File: src/rtl/fetch_pkg.sv
// fetch_pkg: shared fetch FSM state encoding and PC step.
package fetch_pkg;

    typedef enum logic [1:0] {
        IDLE = 2'd0,
        REQ  = 2'd1,
        DROP = 2'd2
    } fetch_state_e;

    localparam logic [31:0] PC_INC = 32'd4;

endpackage

File: src/rtl/fetch_buf.sv
// fetch_buf: synchronous FIFO of {instr, pc} entries with push/pop/flush and registered head.
module fetch_buf #(
    parameter int DEPTH = 2,
    parameter int W     = 64,
    parameter int AW    = $clog2(DEPTH),
    parameter int CW    = $clog2(DEPTH + 1)
) (
    input  logic          clk,
    input  logic          reset,
    input  logic          push_i,
    input  logic          pop_i,
    input  logic          flush_i,
    input  logic [W-1:0]  data_i,
    output logic [CW-1:0] count_o,
    output logic          valid_o,
    output logic [W-1:0]  head_o
);
    localparam logic [AW-1:0] LAST = AW'(DEPTH - 1);

    logic [W-1:0]  mem_q [2**AW];
    logic [AW-1:0] rd_q, wr_q;
    logic [CW-1:0] cnt_q;

    function automatic logic [AW-1:0] inc(input logic [AW-1:0] p);
        return (p == LAST) ? '0 : p + AW'(1);
    endfunction

    always_ff @(posedge clk) begin
        if (reset || flush_i) begin
            rd_q  <= '0;
            wr_q  <= '0;
            cnt_q <= '0;
        end else begin
            if (push_i) wr_q <= inc(wr_q);
            if (pop_i) rd_q <= inc(rd_q);
            cnt_q <= cnt_q + CW'(push_i) - CW'(pop_i);
        end
    end

    always_ff @(posedge clk) begin
        if (reset) begin
            for (int i = 0; i < 2**AW; i++) mem_q[i] <= '0;
        end else if (push_i && !flush_i) begin
            mem_q[wr_q] <= data_i;
        end
    end

    assign count_o = cnt_q;
    assign valid_o = (cnt_q != '0);
    assign head_o  = mem_q[rd_q];

endmodule

File: src/rtl/fetch_unit.sv
// fetch_unit: single-outstanding instruction fetch feeding a DEPTH-entry buffer.
// Define FETCH_ALIGN_CHK_EN to add sticky align_fault and reject misaligned redirects.
module fetch_unit
    import fetch_pkg::*;
#(
    parameter logic [31:0] RESET_PC = 32'h0000_0000,
    parameter int          DEPTH    = 2
) (
    input  logic        clk,
    input  logic        reset,
    output logic        imem_req,
    output logic [31:0] imem_addr,
    input  logic        imem_ack,
    input  logic [31:0] imem_rdata,
    output logic        instr_valid,
    output logic [31:0] instr,
    output logic [31:0] instr_pc,
    input  logic        instr_ready,
`ifdef FETCH_ALIGN_CHK_EN
    output logic        align_fault,
`endif
    input  logic        redirect,
    input  logic [31:0] redirect_target
);
    localparam int            CW    = $clog2(DEPTH + 1);
    localparam logic [CW-1:0] FULL  = CW'(DEPTH);

    fetch_state_e  state_q, state_d;
    logic [31:0]   fetch_pc_q, fetch_pc_d, addr_q, addr_d;
    logic [31:0]   target, pc_inc;
    logic [CW-1:0] count, count_nxt;
    logic          redir, push, pop;
    logic [63:0]   head;

`ifdef FETCH_ALIGN_CHK_EN
    logic align_fault_q;
    assign redir       = redirect && (redirect_target[1:0] == 2'b00);
    assign target      = redirect_target;
    assign align_fault = align_fault_q;
    always_ff @(posedge clk) begin
        align_fault_q <= reset ? 1'b0 : (align_fault_q || (redirect && |redirect_target[1:0]));
    end
`else
    assign redir  = redirect;
    assign target = {redirect_target[31:2], 2'b00};
`endif

    assign pop       = instr_valid && instr_ready;
    assign push      = (state_q == REQ) && imem_ack && !redir;
    assign count_nxt = count + CW'(push) - CW'(pop);
    assign pc_inc    = fetch_pc_q + PC_INC;
    assign imem_req  = (state_q != IDLE);
    assign imem_addr = addr_q;

    always_comb begin
        state_d    = state_q;
        fetch_pc_d = fetch_pc_q;
        addr_d     = addr_q;
        case (state_q)
            IDLE: begin
                if (redir) begin
                    state_d    = REQ;
                    fetch_pc_d = target;
                    addr_d     = target;
                end else if (count < FULL) begin
                    state_d = REQ;
                    addr_d  = fetch_pc_q;
                end
            end
            REQ: begin
                if (redir) begin
                    fetch_pc_d = target;
                    addr_d     = imem_ack ? target : addr_q;
                    state_d    = imem_ack ? REQ : DROP;
                end else if (imem_ack) begin
                    fetch_pc_d = pc_inc;
                    addr_d     = (count_nxt < FULL) ? pc_inc : addr_q;
                    state_d    = (count_nxt < FULL) ? REQ : IDLE;
                end
            end
            DROP: begin
                // the stale request stays on the bus until acked; its data is discarded
                fetch_pc_d = redir ? target : fetch_pc_q;
                if (imem_ack) begin
                    state_d = REQ;
                    addr_d  = fetch_pc_d;
                end
            end
            default: state_d = IDLE;
        endcase
    end

    always_ff @(posedge clk) begin
        if (reset) begin
            state_q    <= IDLE;
            fetch_pc_q <= RESET_PC;
            addr_q     <= RESET_PC;
        end else begin
            state_q    <= state_d;
            fetch_pc_q <= fetch_pc_d;
            addr_q     <= addr_d;
        end
    end

    fetch_buf #(.DEPTH(DEPTH), .W(64)) u_buf (
        .clk     (clk),
        .reset   (reset),
        .push_i  (push),
        .pop_i   (pop),
        .flush_i (redir),
        .data_i  ({imem_rdata, imem_addr}),
        .count_o (count),
        .valid_o (instr_valid),
        .head_o  (head)
    );

    assign instr    = head[63:32];
    assign instr_pc = head[31:0];

endmodule

File: config.mk
export PLATFORM = sky130hd
export DESIGN_NAME = fetch_unit
export DESIGN_NICKNAME = d
export VERILOG_FILES = /design/src/rtl/fetch_pkg.sv /design/src/rtl/fetch_buf.sv /design/src/rtl/fetch_unit.sv
export SDC_FILE = /design/constraint.sdc
export NUM_CORES = 1
export LEC_CHECK = 0
export ABC_AREA = 1
export BUFFER_PORTS_ARGS = -buffer_cell sky130_fd_sc_hd__buf_2
export CAP_MARGIN = 10
export CORE_MARGIN = 8
export CORE_UTILIZATION = 45
export DETAILED_ROUTE_END_ITERATION = 8
export PLACE_DENSITY = 0.74
export SYNTH_ARGS = -nofsm -noshare
export SYNTH_HDL_FRONTEND = slang
export SYNTH_SLANG_ARGS = --single-unit
File: constraint.sdc
create_clock -name clk -period 3.7 [get_ports clk]
set_input_delay 0.37 -clock clk [delete_from_list [all_inputs] [get_ports clk]]
set_output_delay 0.37 -clock clk [all_outputs]
set_load 0.02 [all_outputs]
# --- After elaboration in Yosys (flattened, before gate mapping) ---
# Memory sizes are Yosys's and may differ from the RTL's. A register that Yosys moved wholly into a read port is not among the register bits.
# Index checks and enable logic that the tools add are counted.
classes:
  addsub: 5
  magnitude_cmp: 2
  n_eq_ne: 7
  mux: 32
  n_reduce_logical: 16
ops:
  columns: ["cell", "n"]
  rows:
  - ["32-bit 2-to-1 mux", 10]
  - ["32-bit case mux with 3 select lines", 1]
  - ["64-bit 2-to-1 mux", 1]
  - ["32-bit case mux with 2 select lines", 1]
  - ["64-bit OR reduction", 1]
  - ["32-bit by 3-bit adder with 32-bit output, second input constant", 1]
  - ["1-bit 2-to-1 mux", 12]
  - ["2-bit 2-to-1 mux", 6]
  - ["3-bit != test, second input constant", 2]
  - ["2-bit case mux with 3 select lines", 1]
  - ["2-bit nonzero test", 3]
  - ["5-bit AND reduction", 1]
  - ["1-bit logical AND", 4]
  - ["2-bit less-than comparator, second input constant", 2]
  - ["2-bit != test, second input constant", 2]
  - ["3-bit by 2-bit != test with 1-bit output, second input constant", 1]
  - ["3-bit AND reduction", 1]
  - ["3-bit nonzero test", 1]
  - ["1-bit adder, second input constant", 2]
  - ["2-bit by 1-bit adder with 2-bit output", 1]
  - ["2-bit by 1-bit equality test with 1-bit output, second input constant", 1]
  - ["2-bit equality test, second input constant", 1]
  - ["2-bit logical NOT", 1]
  - ["2-bit AND reduction", 1]
  - ["4 further kinds", 4]
totals:
  regBits: 70
  mem_bits_rw: 128
  input_bits: 69
  out_inout_bits: 98
  elab_cells: 69
  memories: 1
mem_list:
  columns: ["name", "depth", "word_bits", "read_ports", "rd_clocked_by_memory_dff", "wr", "line_no", "text"]
  rows:
  - ["u_buf.mem_q", 2, 64, 1, 1, 2, "fetch_buf.sv:20", "logic [W-1:0] mem_q [2**AW];"]

# --- Logic depth before layout (Yosys ltp) ---
depth:
  ltp_word: 10
  ltp_mapped: 16
  mapped_depth_nobuf: 15

# --- Modules after synthesis ---
# A second synthesis with hierarchy kept.
hier_totals:
  cells_unflattened: 1276
  area_unflattened_um2: 10421.2
by_module_without_submodules:
  columns: ["module", "n_inst", "cells_each", "area_per_inst_um2", "seq_area_each_um2"]
  rows:
  - ["fetch_buf", 1, 439, 5726.7, 3943.8]
  - ["fetch_unit", 1, 837, 4694.5, 1321.3]

# --- Worst setup path after synthesis ---
# No wires, ideal clock.
synth_path:
  path_kind: "reg2reg"
  startpoint: "reg state_q[0]"
  endpoint: "mem u_buf.mem_q[1][0] (enable)"
  setup_time_ps: 424
  arrival_ps: 2727
  required_time_ps: 3276
  path_slack_ps: 549
  stages_incl_launch_ff: 12
  n_path_buf: 3
  period_less_slack_ps: 3151
  path_cell_list: "dfxtp_1 -> buf_4 -> inv_2 -> nor2_8 -> inv_2 -> nor2_2 -> nand2_1 -> nor2_1 -> nand2_1 -> buf_6 -> buf_6 -> nand2_1"
synth_lines:
  columns: ["item", "line_no", "text"]
  rows:
  - ["from (decl)", "fetch_unit.sv:28", "fetch_state_e state_q, state_d;"]
  - ["from (signal assigned)", "fetch_unit.sv:99", "state_q <= state_d;"]
  - ["to (decl)", "fetch_buf.sv:20", null]

# --- Worst setup path after layout ---
layout_path:
  startpoint: "reg u_buf.cnt_q[1], in the netlist u_buf.count_o[1]"
  endpoint: "reg addr_q[15], in the netlist imem_addr[15]"
layout_between:
  elab_chain_cells: 6
  word_cells_on_any_way: 9
  cone_classes: "add/sub (2); order compare (2); eq/ne (2); reduce/logical (3)"
layout_lines:
  columns: ["item", "line_no", "text"]
  rows:
  - ["from (decl)", "fetch_buf.sv:22", "logic [CW-1:0] cnt_q;"]
  - ["from (signal assigned)", "fetch_buf.sv:36", "cnt_q <= cnt_q + CW'(push_i) - CW'(pop_i);"]
  - ["2-bit nonzero test", "fetch_buf.sv:49", "assign valid_o = (cnt_q != '0);"]
  - ["1-bit logical AND", "fetch_unit.sv:48", "assign pop = instr_valid && instr_ready;"]
  - ["named net pop", "fetch_unit.sv:32", "logic redir, push, pop;"]
  - ["2-bit by 1-bit subtractor with 2-bit output", "fetch_unit.sv:50", "assign count_nxt = count + CW'(push) - CW'(pop);"]
  - ["2-bit less-than comparator", "fetch_unit.sv:77", "addr_d = (count_nxt < FULL) ? pc_inc : addr_q;"]
  - ["3-bit by 2-bit != test with 1-bit output (no line)", null, null]
  - ["5-bit AND reduction (no line)", null, null]
  - ["to (signal assigned)", "fetch_unit.sv:101", "addr_q <= addr_d;"]
  - ["to (decl)", "fetch_unit.sv:29", "logic [31:0] fetch_pc_q, fetch_pc_d, addr_q, addr_d;"]
# The timed path passes the listed nets, and every way through them passes these cells.
# A chain may end at the register's enable or synchronous reset.

==> flow_summary_export.csv <==
group,metric,value,unit
logic_synthesis,syn_area,0.009992,mm2
drt,drt-initial-drc-count,841,
logic_synthesis,synth.area.top_cells,"edfxtp_1 38%, dfxtp_1 14%, nor2_1 11%",
setup_path,r2r_setup_slack,0.71,ns
place,place_area,0.01097,mm2
sta,fin_ws,0.7051,ns
global_route,overflow,0,
logic_synthesis,avgSynthCellArea,8.341,um2
pwr,total_power,5246,uW
die,design.die.area,0.02723,mm2
pwr,leakagePower,0.004928,uW
cts,cts_hold_buf,0,
die,placementRows,54,
finish,stdcell_area,0.01157,mm2
cts,numCtsBuffers,17,
drt,drc,0,
hold_path,hold_start,"reset",
finish,final_common_cell,"nor2_1",
cts,cts_tree,"yes",
sta,finalCriticalPeriod,2.995,ns
logic_synthesis,yosys.area.top_type,"edfxtp_1",
setup_path,critPathKind,"reg -> reg",
sta,rsz0062_at_grt,"no",
global_route,grt_max_degree,90,
die,die_h,165.0,um
setup_path,cp.required,4.06,ns
sta,setup_violations,0,
die,ioPinCount,167,
logic_synthesis,netlist_instances,1198,
setup_path,start_kind,"register",
sta,finalMaxSlewViolations,0,
cts,cts-resized-gates,0,
cts,cts_buffer_depth,2,
place,dp.final_hpwl,17830,um
sta,max_slew_margin,37.40,%
sta,hold_viol_final,0,
setup_path,end_kind,"register",
cts,post-cts-setup-buffers,0,
sta,setup_tns,0,ns
place,routabilityCongestion,0.8839,
die,initial_core_util,45.79,%
cts,clkLatencyLatePin,0.42,ns
logic_synthesis,yosysSeqAreaShare,52.69,%
finish,syn2layout_area_growth,15.75,%
sta,post-route-period-util,80.94,%
finish,layout_common_cells,"287 x nor2_1, 223 x nand2_1, 164 x buf_2",
drt,wl_per_cell,16.01,um
hold_path,hp-class,"in -> reg",
global_route,antenna_found_initial,1,
drt,final_antenna_net_count,0,
finish,diodes,0,
sta,fmax,333.9,MHz
place,io_buffer_count,164,
global_route,first_global_vias,7944,
die,dieWidth,165.0,um
logic_synthesis,ys_warn_count,0,
global_route,grtUsageTotal,18.86,%
finish,drive_above_1_share,21.30,%
drt,via_per_inst,5.134,
place,dp_slack,0.7507,ns
cts,htree_levels,4,
pwr,vdd_ir_drop_max,0.2453,mV
finish,final_nets,1402,
run_status,outcome,"complete, no violations",
setup_path,worstPathArrival,3.36,ns
setup_path,timing.rr.start,"u_buf.count_o[1]",
sta,skew,0.009819,ns
logic_synthesis,syn_nets,1270,
drt,first_pass_iters,5,
job,drv_cap,0,
cts,root_buffer,"clkbuf_16",
drt,vias,8333,
drt,wirelength,25990,um
cts,clk_pin_slew,0.07,ns
logic_synthesis,synth_cell_types,35,
global_route,grt_pass1_wl,40560,um
die,coreArea,0.02182,mm2
sta,worstMarginPinSlew,0.9380,ns
setup_path,crit_start,"u_buf.count_o[1]",
logic_synthesis,synth-seq-cells,199,
cts,clock_sinks,199,
pwr,power.density,453.5,mW/mm2
setup_path,cp_max_fo,40,
logic_synthesis,synth.top_cell.area_share,38.47,%
-- where the power goes --
part / switching, uW / internal [uW]
Combinational: 538 / 252
Sequential: 84.8 / 2490
Clock: 861 / 1020
-- sequential cells by signal, summed over array words and instances, names as in the netlist, named ones only --
name	flops
u_buf.rd_q	1
u_buf.wr_q	1
u_buf.mem_q	128
state_q	2
u_buf.count_o	2
imem_addr	32
fetch_pc_q	32
-- per-layer routing --
| layer | routed length [um] | GRT usage [%] | vias up |
|---|---|---|---|
| met5 | 11 | 0 | - |
| met4 | 533 | 6.921 | 2 |
| met3 | 1875 | 3.539 | 35 |
| met2 | 12320 | 31.32 | 303 |
| met1 | 11250 | 24.08 | 3831 |
| li1 | - | - | 4162 |
-- worst paths after layout --
| kind | to | depth (start not counted) |
|---|---|---|
| hold / removal | state_q[0] | 2 |
| setup reg to reg | imem_addr[15] | 14 |
| hold reg to reg | fetch_pc_q[0] | 2 |
| setup / recovery | imem_addr[15] | 14 |
-- worst max-delay path, stage by stage, from the launching register on --
cell	delay (ns)
dfxtp_1	0.37
or2_2	0.32
nand2_1	0.06
inv_1	0.07
ha_1	0.27
inv_1	0.06
ha_1	0.16
inv_1	0.04
nand2_1	0.09
nand3_2	0.13
nand2_2	0.56
nand2_1	0.48
inv_1	0.19
nand2_1	0.07
nand2_1	0.06
-- area by class of cell --
type | count | area (um2)
Multi-Input combinational cell | 816 | 3970
Timing Repair Buffer | 176 | 935.9
Clock inverter | 15 | 167.7
Clock buffer | 17 | 425.4
Inverter | 120 | 450.4
Sequential cell | 199 | 5266
Tap cell | 280 | 350.3
Fill cell | 2065 | 10260
-- synthesized netlist by cell type --
cell / n
o21ai_0: 49
a211oi_1: 1
a21oi_1: 82
buf_2: 12
a31oi_1: 2
dfxtp_1: 71
nor3_1: 1
nand4_1: 11
nor2_1: 287
or2_2: 2
nand2_1: 226
o22ai_1: 7
a21boi_0: 3
o2111ai_1: 1
clkbuf_1: 28
inv_2: 3
buf_6: 8
buf_4: 2
ha_1: 3
xor2_1: 1
o21a_1: 2
nor2_8: 1
edfxtp_1: 128
and2_1: 3
inv_1: 117
xnor2_1: 1
buf_1: 13
o211ai_1: 2
nand3_1: 59
nand2_2: 1
nand3_2: 1
nor2_2: 3
mux2_2: 64
o21ai_1: 1
a22oi_1: 2
-- stage by stage --
stage | std cells | util (%) | hold slack [ns]
finish | 1623 | 53.00 | 0.1891
CTS | 1623 | 53.00 | 0.1530
global route | 1623 | 53.00 | 0.1560
detailed placement | 1591 | 50.28 | 0.4369
floorplan | 1198 | - | 0.4247
global placement | 1591 | 50.28 | 0.4328
-- cell families (layout without fill, tap and decap cells) --
kind of cell / count (synthesis) / after routing / synth area share [%]
adders and majority gates: 3 / 3 / 0.3757
xor gates and xnor gates: 2 / 2 / 0.1753
and+or+nand+nor: 595 / 595 / 23.83
DFF: 199 / 199 / 52.69
buffers and inverters: 183 / 328 / 7.701
AOI/OAI and AO/OA: 152 / 152 / 8.014
muxes: 64 / 64 / 7.213
(Power assumes the default switching activity.)
